===== src/rtl/mem_if_mar_mdr.sv =====
// mem_if_mar_mdr: LC-3 MAR/MDR register pair with a fixed-latency SRAM access FSM.
// Optional feature macro: MAR_AUTOINC_EN (adds MAR_inc post-increment of MAR while idle).
module mem_if_mar_mdr #(
    parameter int DATA_W      = 16,
    parameter int ADDR_W      = 16,
    parameter int WAIT_CYCLES = 2
) (
    input  logic              Clk,
    input  logic              Reset,
    input  logic [DATA_W-1:0] Bus,
    input  logic              LD_MAR,
    input  logic              LD_MDR,
    input  logic              Mem_start,
    input  logic              Mem_rw,
`ifdef MAR_AUTOINC_EN
    input  logic              MAR_inc,
`endif
    input  logic [DATA_W-1:0] Mem_rdata,
    output logic [ADDR_W-1:0] MAR_out,
    output logic [DATA_W-1:0] MDR_out,
    output logic              Mem_ce_n,
    output logic              Mem_oe_n,
    output logic              Mem_we_n,
    output logic              Busy,
    output logic              R
);

    // The wait counter is only 4 bits, so the strobe hold time must fit 1..15.
    generate
        if ((WAIT_CYCLES < 1) || (WAIT_CYCLES > 15)) begin : gBadWaitCycles
            $error("mem_if_mar_mdr: WAIT_CYCLES must be within 1..15");
        end
    endgenerate

    localparam logic [3:0] LAST_CNT = 4'(WAIT_CYCLES - 1);

    typedef enum logic [1:0] {
        IDLE    = 2'd0,
        RD_WAIT = 2'd1,
        WR_WAIT = 2'd2,
        DONE    = 2'd3
    } state_t;

    state_t              state_q, state_d;
    logic [3:0]          cnt_q, cnt_d;
    logic [ADDR_W-1:0]   mar_q, mar_d;
    logic [DATA_W-1:0]   mdr_q, mdr_d;

    // State register; reset drops any access in flight so the strobes release at once.
    always_ff @(posedge Clk or negedge Reset) begin
        if (!Reset) begin
            state_q <= IDLE;
        end else begin
            state_q <= state_d;
        end
    end

    // Next-state logic: start only from IDLE, hold strobes for WAIT_CYCLES, then one DONE cycle.
    always_comb begin
        state_d = state_q;
        case (state_q)
            IDLE: begin
                if (Mem_start) begin
                    state_d = Mem_rw ? WR_WAIT : RD_WAIT;
                end
            end
            RD_WAIT: begin
                if (cnt_q == LAST_CNT) begin
                    state_d = DONE;
                end
            end
            WR_WAIT: begin
                if (cnt_q == LAST_CNT) begin
                    state_d = DONE;
                end
            end
            DONE: begin
                state_d = IDLE;
            end
            default: begin
                state_d = IDLE;
            end
        endcase
    end

    // Datapath next values: bus loads only while idle, MDR captures read data on the last wait cycle.
    always_comb begin
        cnt_d = cnt_q;
        mar_d = mar_q;
        mdr_d = mdr_q;
        case (state_q)
            IDLE: begin
                cnt_d = 4'd0;
                if (LD_MAR) begin
                    mar_d = Bus[ADDR_W-1:0];
                end
`ifdef MAR_AUTOINC_EN
                else if (MAR_inc) begin
                    mar_d = mar_q + {{(ADDR_W-1){1'b0}}, 1'b1};
                end
`endif
                if (LD_MDR) begin
                    mdr_d = Bus;
                end
            end
            RD_WAIT: begin
                cnt_d = cnt_q + 4'd1;
                if (cnt_q == LAST_CNT) begin
                    mdr_d = Mem_rdata;
                end
            end
            WR_WAIT: begin
                cnt_d = cnt_q + 4'd1;
            end
            default: begin
                cnt_d = cnt_q;
            end
        endcase
    end

    // Datapath registers for MAR, MDR and the wait counter.
    always_ff @(posedge Clk or negedge Reset) begin
        if (!Reset) begin
            cnt_q <= 4'd0;
            mar_q <= '0;
            mdr_q <= '0;
        end else begin
            cnt_q <= cnt_d;
            mar_q <= mar_d;
            mdr_q <= mdr_d;
        end
    end

    // Outputs decoded purely from registered state, so OE and WE can never overlap.
    always_comb begin
        Mem_ce_n = 1'b1;
        Mem_oe_n = 1'b1;
        Mem_we_n = 1'b1;
        Busy     = 1'b1;
        R        = 1'b0;
        case (state_q)
            IDLE: begin
                Busy = 1'b0;
            end
            RD_WAIT: begin
                Mem_ce_n = 1'b0;
                Mem_oe_n = 1'b0;
            end
            WR_WAIT: begin
                Mem_ce_n = 1'b0;
                Mem_we_n = 1'b0;
            end
            DONE: begin
                R = 1'b1;
            end
            default: begin
                Busy = 1'b0;
            end
        endcase
    end

    assign MAR_out = mar_q;
    assign MDR_out = mdr_q;

endmodule


===== config.mk =====
export PLATFORM = sky130hd
export DESIGN_NAME = mem_if_mar_mdr
export DESIGN_NICKNAME = d
export VERILOG_FILES = /design/src/rtl/mem_if_mar_mdr.sv
export SDC_FILE = /design/constraint.sdc
export NUM_CORES = 1
export LEC_CHECK = 0
export ABC_AREA = 1
export ABC_CLOCK_PERIOD_IN_PS = 3600
export BUFFER_PORTS_ARGS = -buffer_cell sky130_fd_sc_hd__buf_2
export CAP_MARGIN = 10
export CELL_PAD_IN_SITES_DETAIL_PLACEMENT = 1
export CELL_PAD_IN_SITES_GLOBAL_PLACEMENT = 2
export CORE_ASPECT_RATIO = 0.75
export CORE_UTILIZATION = 28
export CTS_CLUSTER_SIZE = 40
export DETAILED_ROUTE_END_ITERATION = 6
export GPL_TIMING_DRIVEN = 0
export HOLD_SLACK_MARGIN = 0.15
export PLACE_DENSITY_LB_ADDON = 0.1
export SLEW_MARGIN = 10
export SYNTH_ARGS = -nofsm -noshare
export SYNTH_HDL_FRONTEND = slang
export SYNTH_SLANG_ARGS = --single-unit
export TNS_END_PERCENT = 20

===== constraint.sdc =====
create_clock -name Clk -period 3.6 [get_ports Clk]
set_input_delay 0.72 -clock Clk [delete_from_list [all_inputs] [get_ports Clk]]
set_output_delay 0.72 -clock Clk [all_outputs]
set_load 0.01 [all_outputs]

Yosys cells after proc, flatten, opt, wreduce, memory -nomap -nowiden
Index checks and enable logic that the tools add are counted.
{"block": "totals", "reg_bits": 38, "wordCells": 33, "output_inout_bits": 37, "inputBits": 38}
{"block": "op_classes", "n_mux": 13, "reduce_logical": 7, "add_sub_neg": 1, "eq_ne": 8}
{"cell": "two-way mux 16 bit", "n": 2}
{"cell": "case mux 16 bit (2 select lines)", "n": 1}
{"cell": "case mux 4 bit (2 select lines)", "n": 1}
{"cell": "two-way mux 2 bit", "n": 3}
{"cell": "inequality test 2 bit (second input constant)", "n": 3}
{"cell": "case mux 2 bit (3 select lines)", "n": 1}
{"cell": "two-way mux 1 bit", "n": 5}
{"cell": "adder 4 x 1 -> 4 bit (second input constant)", "n": 1}
{"cell": "== test 2 bit (second input constant)", "n": 2}
{"cell": "== test 4 x 1 -> 1 bit (second input constant)", "n": 1}
{"cell": "AND reduction 2 bit", "n": 2}
{"cell": "nonzero test 2 bit", "n": 2}
{"cell": "AND reduction 3 bit", "n": 1}
{"cell": "== test 2 x 1 -> 1 bit (second input constant)", "n": 1}
{"cell": "logical NOT 2 bit", "n": 1}
{"cell": "inequality test 2 x 1 -> 1 bit (second input constant)", "n": 1}
{"cell": "OR reduction 2 bit", "n": 1}

Depth between registers and ports, before layout
Gate-level depths: netlist (run 1).
{"block": "logic_depth", "ltp_word": 4, "depth_mapped": 8, "ltp_nobuf": 7}

Worst setup path before layout (run 1)
OpenSTA, ideal clock, no wires.
{"block": "synth_timing", "kind": "register -> output", "startpoint": "register state_q[0]", "endpoint": "output port Mem_ce_n", "path_stages_with_launch": 4, "t_required_ns": 2.880, "arrival_ns": 0.936, "setup_slack_ns": 1.944, "path_buffers": 0, "cell_sequence": "dfrtp_1 inv_1 ha_1 inv_1"}
{"block": "synth_between", "elab_chain_cells": 3, "elab_cells_between_ends": 4, "classes_between": "eq/ne: 2; mux: 1; reduce/logical: 1"}
{"element": "from (decl)", "line_no": "44", "source": "state_t state_q, state_d;"}
{"element": "from (signal assigned)", "line_no": "54", "source": "state_q <= state_d;"}
{"element": "== test 2 x 1 -> 1 bit or == test 2 bit (tied branches)", "line_no": "141", "source": "case (state_q)"}
{"element": "OR reduction 2 bit (no source line) (*)"}
{"element": "two-way mux 1 bit (*)", "line_no": "141"}
{"element": "to (decl)", "line_no": "21", "source": "output logic Mem_ce_n,"}
Every way passes the cells marked *; elsewhere a longest branch is shown, timed or not.

Worst setup path after layout (run 1)
{"block": "layout_timing", "startpoint": "register state_q[1]", "endpoint": "output port Mem_ce_n"}
Same word-level chain as after synthesis.

==> impl_metrics.toml, run 1 <==
[timing]
max_freq_ghz = 0.470
fin_crit_sh_pct = 59.0
finalSetupViolations = 0
drv_slew = 0
hold_viol_final = 0
worst_slew_pin_slew_ns = 0.890
grt_setup_unrepaired = "false"
hold_slack_ns = 0.471
fin_crit_ns = 2.13
slew_headroom_pct = 40.7
skew_ns = 0.00712
fin_setup_tns_ns = 0

[drt]
wl_mm = 5.48
first_pass_iters = 4
vias = 1750
drc_errors = 0
wl_per_cell_um = 14.1
drt_iter0_markers = 44
routed_via_density = 4.49
antenna_left = 0

[logic_synthesis]
synth_warnings = 0
ys_seq_area_share_pct = 50.9
synth_cells = 229
synthFlopType = "dfrtp_1"
synthMuxAreaShare_pct = 0
yosysUniqueCellTypes = 22
synthAdderAreaFrac_pct = 6.03
avgSynthCellArea_sq_um = 8.16
async_reset_ff_share_pct = 100
synth_fp_nets = 276
synthXorXnorAreaFrac_pct = 0
yosys.area_share.simple_pct = 23.8
synth_edf_count = 0
yosys_register_bits = 38
synth_area_sq_um = 1870
synth-compound-area-share_pct = 10.9
synth_top_family_by_area = "simple AND/OR/NAND/NOR gates"

[clock_network]
cts_tree = "yes"
htree_levels = 2
insertion_delay_ns = 0.28
clockBufferDepth = 2
cts_setup_buffers = 0
cts_resized = 0
cts_buffers = 5
cts.sinks = 38
clkSlewWorstSetupHoldPaths_ns = 0.07
hold_buffers = 0
cts_root_buf = "clkbuf_8"

[power_and_ir_drop]
p_per_area_nw_per_um2 = 902
total_leakage_power_nw = 1.37
ir_worst_vdd_v = 0.000284

[grt]
grt_usage_pct = 16.7
grt_util_met1_pct = 23.6
grt_max_degree = 39
grt_pass1_vias = 1743
grt-busiest-layer = "met2"
met3_usage_pct = 4.38
grt.overflow.total = 0
antenna_found_initial = 0
grt_pass1_wl_mm = 8.71
grt_use_met2_pct = 25.2

[run_status]
status = "completed"

[hold_path]
hp-class = "reg2reg"
whs_path_depth = 2

[floorplanning]
dieWidth_um = 96.3
core_sq_um = 6380
start_util_pct = 29.3
die_area_sq_um = 7010
die_h_um = 72.7
pin_count = 75
rows = 25

[layout]
drive_gt1_share_pct = 29.1
layout.nets = 357
area_growth_syn_to_layout_pct = 29.7
antenna_cells = 0

[critical_path]
worstPathMaxFanout = 5
required_ns = 2.88
rr_worst_depth = 6
arrival_ns = 1.41
crit_path_end_kind = "output pin"
crit_path_start_kind = "flop"
critical_path_class = "reg2out"

[flow_run]
maxCapViolCount = 0

[placed_design]
io_buffers = 74
place_hpwl_mm = 4.13
gp_congestion = 0.702
==> report_power, final <==
part	switching [mW]	internal, mW	total, mW
Combinational	0.715	0.430	1.14
Clock	0.145	0.148	0.292
Sequential	0.118	0.629	0.747
Total	0.978	1.21	2.18
==> state kept, by name, indices dropped and copies added, names as in the netlist <==
register / flops
MAR_out: 16
MDR_out: 16
cnt_q: 4
state_q: 2
==> synthesized netlist by cell type (2+ instances only) <==
| cell type | count | share of area (%) |
|---|---|---|
| inv_1 | 26 | 5.2 |
| nand2_1 | 78 | 16 |
| dfrtp_1 | 38 | 51 |
| nor2_1 | 4 | 0.80 |
| a21oi_1 | 3 | 0.80 |
| o21ai_1 | 17 | 4.6 |
| nand3_1 | 19 | 5.1 |
| buf_2 | 3 | 0.80 |
| buf_6 | 2 | 1.2 |
| o21ai_0 | 16 | 4.3 |
| nand2_2 | 2 | 0.67 |
| buf_1 | 2 | 0.40 |
| ha_1 | 9 | 6.0 |
| clkbuf_1 | 2 | 0.40 |
==> placed cells by master, fill, tap and decap left out, types with 3 or more instances in the layout <==
| cell | instances |
|---|---|
| inv_1 | 26 |
| clkbuf_8 | 6 |
| a21oi_1 | 3 |
| nor2_1 | 4 |
| ha_1 | 9 |
| o21ai_0 | 16 |
| nand2_1 | 78 |
| nand3_1 | 19 |
| buf_2 | 77 |
| o21ai_1 | 17 |
| dfrtp_1 | 38 |
==> final cells by class <==
type                    instances  area, sq um
plain buffers                   9         52.6
clock buffers                   6         82.6
fillers                       812         3960
inverters                      28          105
multi-input cells             154          759
flip-flops and latches         38          951
well taps                      81          101
repair buffers                 74          370
==> path summary, 6_finish.rpt <==
kind                                             start                       to  slack [ns]
worst min-delay path            MDR_out[0]$_DFFE_PN0P_   MDR_out[0]$_DFFE_PN0P_        0.47
min in group asynchronous                        Reset   MDR_out[2]$_DFFE_PN0P_        0.56
max in group asynchronous                        Reset  MAR_out[13]$_DFFE_PN0P_        2.48
worst max-delay path            state_q[1]$_DFFE_PN0P_                 Mem_ce_n        1.47
worst min register to register  MDR_out[0]$_DFFE_PN0P_   MDR_out[0]$_DFFE_PN0P_        0.47
worst max register to register  state_q[0]$_DFFE_PN0P_   MAR_out[5]$_DFFE_PN0P_        1.89
==> worst max-delay path, stage by stage, from the launching register on <==
cell,delay (ns)
dfrtp_1,0.44
inv_1,0.13
ha_1,0.38
inv_1,0.05
buf_2,0.13
==> cell families after synthesis <==
kind of cell	count (synthesis)
AOI/OAI and AO/OA	38
adders and majority gates	9
buffers and inverters	37
DFF	38
and+or+nand+nor	107
==> metrics by stage <==
| stage | util, % | power, mW | setup slack [ns] | area (sq um) | std cells |
|---|---|---|---|---|---|
| finish | 38.0 | 2.18 | 1.47 | 2420 | 390 |
| global placement | 36.7 | 1.90 | 1.78 | 2340 | 384 |
| CTS | 38.0 | 2.23 | 1.44 | 2420 | 390 |
| global route | 38.0 | 2.40 | 1.32 | 2420 | 390 |
| detailed placement | 36.7 | 1.93 | 1.76 | 2340 | 384 |
| floorplan | - | 1.48 | 1.94 | 1870 | 229 |
==> metal layers <==
metal  vias up  share of wire (%)
met3         2                6.6
met5         -                  0
met1       821                 50
met2        50                 43
met4         0               0.62
li1        877                  -
(Power assumes the default switching activity.)
==> inputs of run 2 (changes only) <==
- ABC_CLOCK_PERIOD_IN_PS: 3600 -> 2000
- CORE_UTILIZATION: 28 -> 26
- clock period: 3.6 -> 2 ns (I/O delays scaled with it)
==> impl_metrics.toml, run 2 (synthesis results as in run 1) <==
[clock_network]
cts.sinks = 38
cts_setup_buffers = 0
cts_buffers = 5
cts_resized = 0
clockBufferDepth = 2
clkSlewWorstSetupHoldPaths_ns = 0.08
cts_tree = "yes"
hold_buffers = 0
cts_root_buf = "clkbuf_8"
insertion_delay_ns = 0.29
htree_levels = 2

[power_and_ir_drop]
p_per_area_nw_per_um2 = 1620
ir_worst_vdd_v = 0.000625
total_leakage_power_nw = 1.37

[drt]
wl_mm = 5.56
vias = 1733
routed_via_density = 4.24
first_pass_iters = 4
drc_errors = 0
wl_per_cell_um = 13.6
antenna_left = 0
drt_iter0_markers = 44

[layout]
multiInputGateArea_sq_um = 759
area_growth_syn_to_layout_pct = 31.3
drive_gt1_share_pct = 29.3
layout.nets = 357
layout_common_cells = "78 x nand2_1, 77 x buf_2, 38 x dfrtp_1, 26 x inv_1, 19 x nand3_1"
seq_area_sq_um = 951
antenna_cells = 0
post-route-util_pct = 35.7
num-fill-cells = 870
final_common_cell = "nand2_1"

[floorplanning]
core_sq_um = 6860
die_h_um = 75.4
start_util_pct = 27.2
dieWidth_um = 99.9
rows = 26
pin_count = 75
die_area_sq_um = 7530

[grt]
grt_pass1_vias = 1680
grt_pass1_wl_mm = 8.83
grt_max_degree = 39
grt.overflow.total = 0
antenna_found_initial = 0
grt_usage_pct = 15.8

[run_status]
status = "completed"

[critical_path]
cpPeakStageDelay_ns = 0.46
rr_worst_depth = 7
rrSetupSlack_ns = 0.27
cp_cell_sequence = "inv_1 -> ha_1 -> inv_1 -> buf_2"
cp.depth = 4
rr_startpoint = "state_q[0]$_DFFE_PN0P_"
arrival_ns = 1.43
crit_path_start_kind = "flop"
path_buf_inv = 3
crit_top_cell = "inv_1"
crit_path_end_kind = "output pin"
timing.rr.end = "MDR_out[7]$_DFFE_PN0P_"
critical_path_class = "reg2out"
required_ns = 1.60
crit_slowest_cell = "dfrtp_1"
worstPathMaxFanout = 6
cp_top_family = "flip-flops"

[timing]
grt_setup_unrepaired = "false"
hold_viol_final = 0
fin_crit_sh_pct = 91.6
worst_slew_pin_slew_ns = 0.873
skew_ns = 0.00681
drv_slew = 0
max_freq_ghz = 0.546
finalSetupViolations = 0
hold_slack_ns = 0.218
fin_crit_ns = 1.83
fin_setup_tns_ns = 0
slew_headroom_pct = 41.8

[placed_design]
io_buffers = 74
gp_congestion = 0.686
place_hpwl_mm = 4.16

[flow_run]
maxCapViolCount = 0

[hold_path]
hp-class = "in2async"
==> run 2: metrics by stage <==
step / total power, mW / setup slack (ns) / std cells / area [sq um]
floorplan: 2.66 / 0.527 / 229 / 1870
global placement: 3.44 / 0.242 / 401 / 2360
detailed placement: 3.47 / 0.234 / 401 / 2360
CTS: 4.05 / 0.142 / 409 / 2450
global route: 4.37 / 0.0636 / 409 / 2450
finish: 3.97 / 0.169 / 409 / 2450
==> run 2: area by class of cell <==
cell class	instances	share of cell area, %
Buffer	9	2.14
Clock buffer	7	3.52
Clock inverter	1	0.204
Inverter	28	4.29
Multi-Input combinational cell	154	31.0
Sequential cell	38	38.8
Tap cell	98	5.00
Timing Repair Buffer	74	15.1
==> run 2: how the worst max path moves through the flow <==
stage                                start                 endpoint  slack (ns)
global route        state_q[0]$_DFFE_PN0P_                 Mem_ce_n        0.06
CTS                 state_q[0]$_DFFE_PN0P_                 Mem_ce_n        0.14
finish              state_q[0]$_DFFE_PN0P_                 Mem_ce_n        0.17
global placement    state_q[0]$_DFFE_PN0P_  MDR_out[13]$_DFFE_PN0P_        0.24
floorplan           state_q[1]$_DFFE_PN0P_  MDR_out[10]$_DFFE_PN0P_        0.53
detailed placement  state_q[0]$_DFFE_PN0P_  MAR_out[15]$_DFFE_PN0P_        0.23
==> run 2: where the power goes <==
group / total, mW / switching, mW / leakage (nW) / internal [mW]
Combinational: 2.06 / 1.29 / 0.849 / 0.774
Clock: 0.564 / 0.286 / 0.0482 / 0.279
Sequential: 1.34 / 0.213 / 0.476 / 1.13
Total: 3.97 / 1.78 / 1.37 / 2.18
==> run 2: routing by layer <==
metal / global-route usage (%) / up-vias / wire length [um]
met4: 4.41 / 0 / 44
li1: - / 880 / -
met1: 22.4 / 800 / 2910
met5: 0 / - / 0
met3: 4.40 / 5 / 342
met2: 23.5 / 48 / 2260
==> inputs of run 3 (changes only) <==
- ABC_CLOCK_PERIOD_IN_PS: 2000 -> 2080
- CELL_PAD_IN_SITES_DETAIL_PLACEMENT: 1 -> unset
- CELL_PAD_IN_SITES_GLOBAL_PLACEMENT: 2 -> unset
- CORE_UTILIZATION: 26 -> 30
- PLACE_DENSITY_LB_ADDON: 0.1 -> unset
- clock period: 2 -> 2.08 ns (I/O delays scaled with it)
==> impl_metrics.toml, run 3 (synthesis results as in run 1) <==
[floorplanning]
rows = 24
die_area_sq_um = 6550
start_util_pct = 31.6
dieWidth_um = 93.1
die_h_um = 70.3
core_sq_um = 5920
pin_count = 75

[drt]
antenna_left = 0
first_pass_iters = 4
drt_iter0_markers = 92
routed_via_density = 4.47
drc_errors = 0
wl_per_cell_um = 12.8
wl_mm = 4.99
vias = 1737

[critical_path]
critical_path_class = "reg2out"
arrival_ns = 1.40
rr_startpoint = "state_q[1]$_DFFE_PN0P_"
required_ns = 1.66
worstPathMaxFanout = 5
crit_path_end_kind = "output pin"
startpoint = "state_q[1]$_DFFE_PN0P_"
crit_path_start_kind = "flop"

[timing]
fin_setup_tns_ns = 0
finalSetupViolations = 0
fin_crit_sh_pct = 87.5
fin_crit_ns = 1.82
max_freq_ghz = 0.549
grt_setup_unrepaired = "false"
drv_slew = 0
skew_ns = 0.00889
worst_slew_pin_slew_ns = 0.864
hold_viol_final = 0
slew_headroom_pct = 42.4

[clock_network]
cts_buffers = 5
hold_buffers = 0
cts_root_buf = "clkbuf_8"
cts.sinks = 38
clockBufferDepth = 2
insertion_delay_ns = 0.29
cts_tree = "yes"
cts_setup_buffers = 0
htree_levels = 2
cts_resized = 0
clkSlewWorstSetupHoldPaths_ns = 0.07

[power_and_ir_drop]
p_sw_mw = 1.68
p_comb_share_pct = 50.3
internal_power_mw = 2.18
p_per_area_nw_per_um2 = 1580
p_clk_share_pct = 16.0
switching_share_pct = 43.6
total_leakage_power_nw = 1.38
seqPwrFrac_pct = 33.8
ir_worst_vdd_v = 0.000629

[layout]
layout_common_cells = "78 x nand2_1, 77 x buf_2, 38 x dfrtp_1, 26 x inv_1, 19 x nand3_1"
post-route-util_pct = 41.3
antenna_cells = 0
final_area_sq_um = 2440
final_common_cell = "nand2_1"
drive_gt1_share_pct = 29.6
area_growth_syn_to_layout_pct = 30.9
layout.nets = 357

[flow_run]
maxCapViolCount = 0

[placed_design]
gp_congestion = 0.804
placed_cell_area_sq_um = 2340
io_buffers = 74
place_hpwl_mm = 3.73

[hold_path]
hp-class = "in2async"

[grt]
grt_util_met1_pct = 22.8
antenna_found_initial = 0
grt.overflow.total = 0
grt_usage_pct = 15.9
met3_usage_pct = 3.70
grt_pass1_vias = 1672
grt_pass1_wl_mm = 7.91
grt_max_degree = 39
grt-busiest-layer = "met2"
grt_use_met2_pct = 23.9

[run_status]
status = "completed"
-- run 3: cell count changes in the layout (fill, tap and decap cells not counted) --
cell,delta
bufinv_16,+1
clkbuf_1,-1
clkbuf_8,-1
clkinv_2,+1
-- run 3: through the flow --
stage / setup WS [ns] / instances / hold WS (ns) / power [mW]
after CTS: 0.228 / 389 / 0.270 / 3.92
after floorplan: 0.607 / 229 / 0.120 / 2.56
final: 0.259 / 389 / 0.237 / 3.87
after global routing: 0.141 / 389 / 0.301 / 4.23
after global placement: 0.399 / 381 / 0.453 / 3.24
after detailed placement: 0.360 / 381 / 0.453 / 3.29
-- run 3: layout make-up --
type	count	area [sq um]
Multi-Input combinational cell	154	759
Fill cell	634	3470
Inverter	28	105
Tap cell	78	97.6
Clock inverter	3	40.0
Buffer	9	52.6
Clock buffer	5	68.8
Timing Repair Buffer	74	370
Sequential cell	38	951
-- run 3: metal layers --
metal  vias to the layer above  share of wire (%)  routed length (um)
met5                         -                  0                   0
met4                         0               0.70                  35
met3                         2                6.7                 335
met2                        62                 43                2140
met1                       797                 50                2490
li1                        876                  -                   -
-- run 3: path summary, 6_finish.rpt --
path,end,slack [ns],cells past startpoint
max,Mem_ce_n,0.26,4
min,state_q[1]$_DFFE_PN0P_,0.24,1
max reg2reg,MDR_out[9]$_DFFE_PN0P_,0.33,6
min reg2reg,MDR_out[9]$_DFFE_PN0P_,0.47,2
max in group asynchronous,cnt_q[3]$_DFFE_PN0P_,1.29,1
min in group Clk,MAR_out[4]$_DFFE_PN0P_,0.37,3
-- run 3: critical path, cell delays in order, from the launching register on --
cell	delay (ns)
dfrtp_1	0.45
inv_1	0.12
ha_1	0.37
inv_1	0.05
buf_2	0.13
-- run 3: power by group through the flow --
stage | combinational, mW | clock, mW | sequential, mW
5_1_grt | 2.21 | 0.661 | 1.35
2_1_floorplan | 1.13 | 0 | 1.42
6_report | 1.94 | 0.618 | 1.31
4_1_cts | 1.98 | 0.636 | 1.31
3_5_place_dp | 1.98 | 0 | 1.32
3_3_place_gp | 1.93 | 0 | 1.31
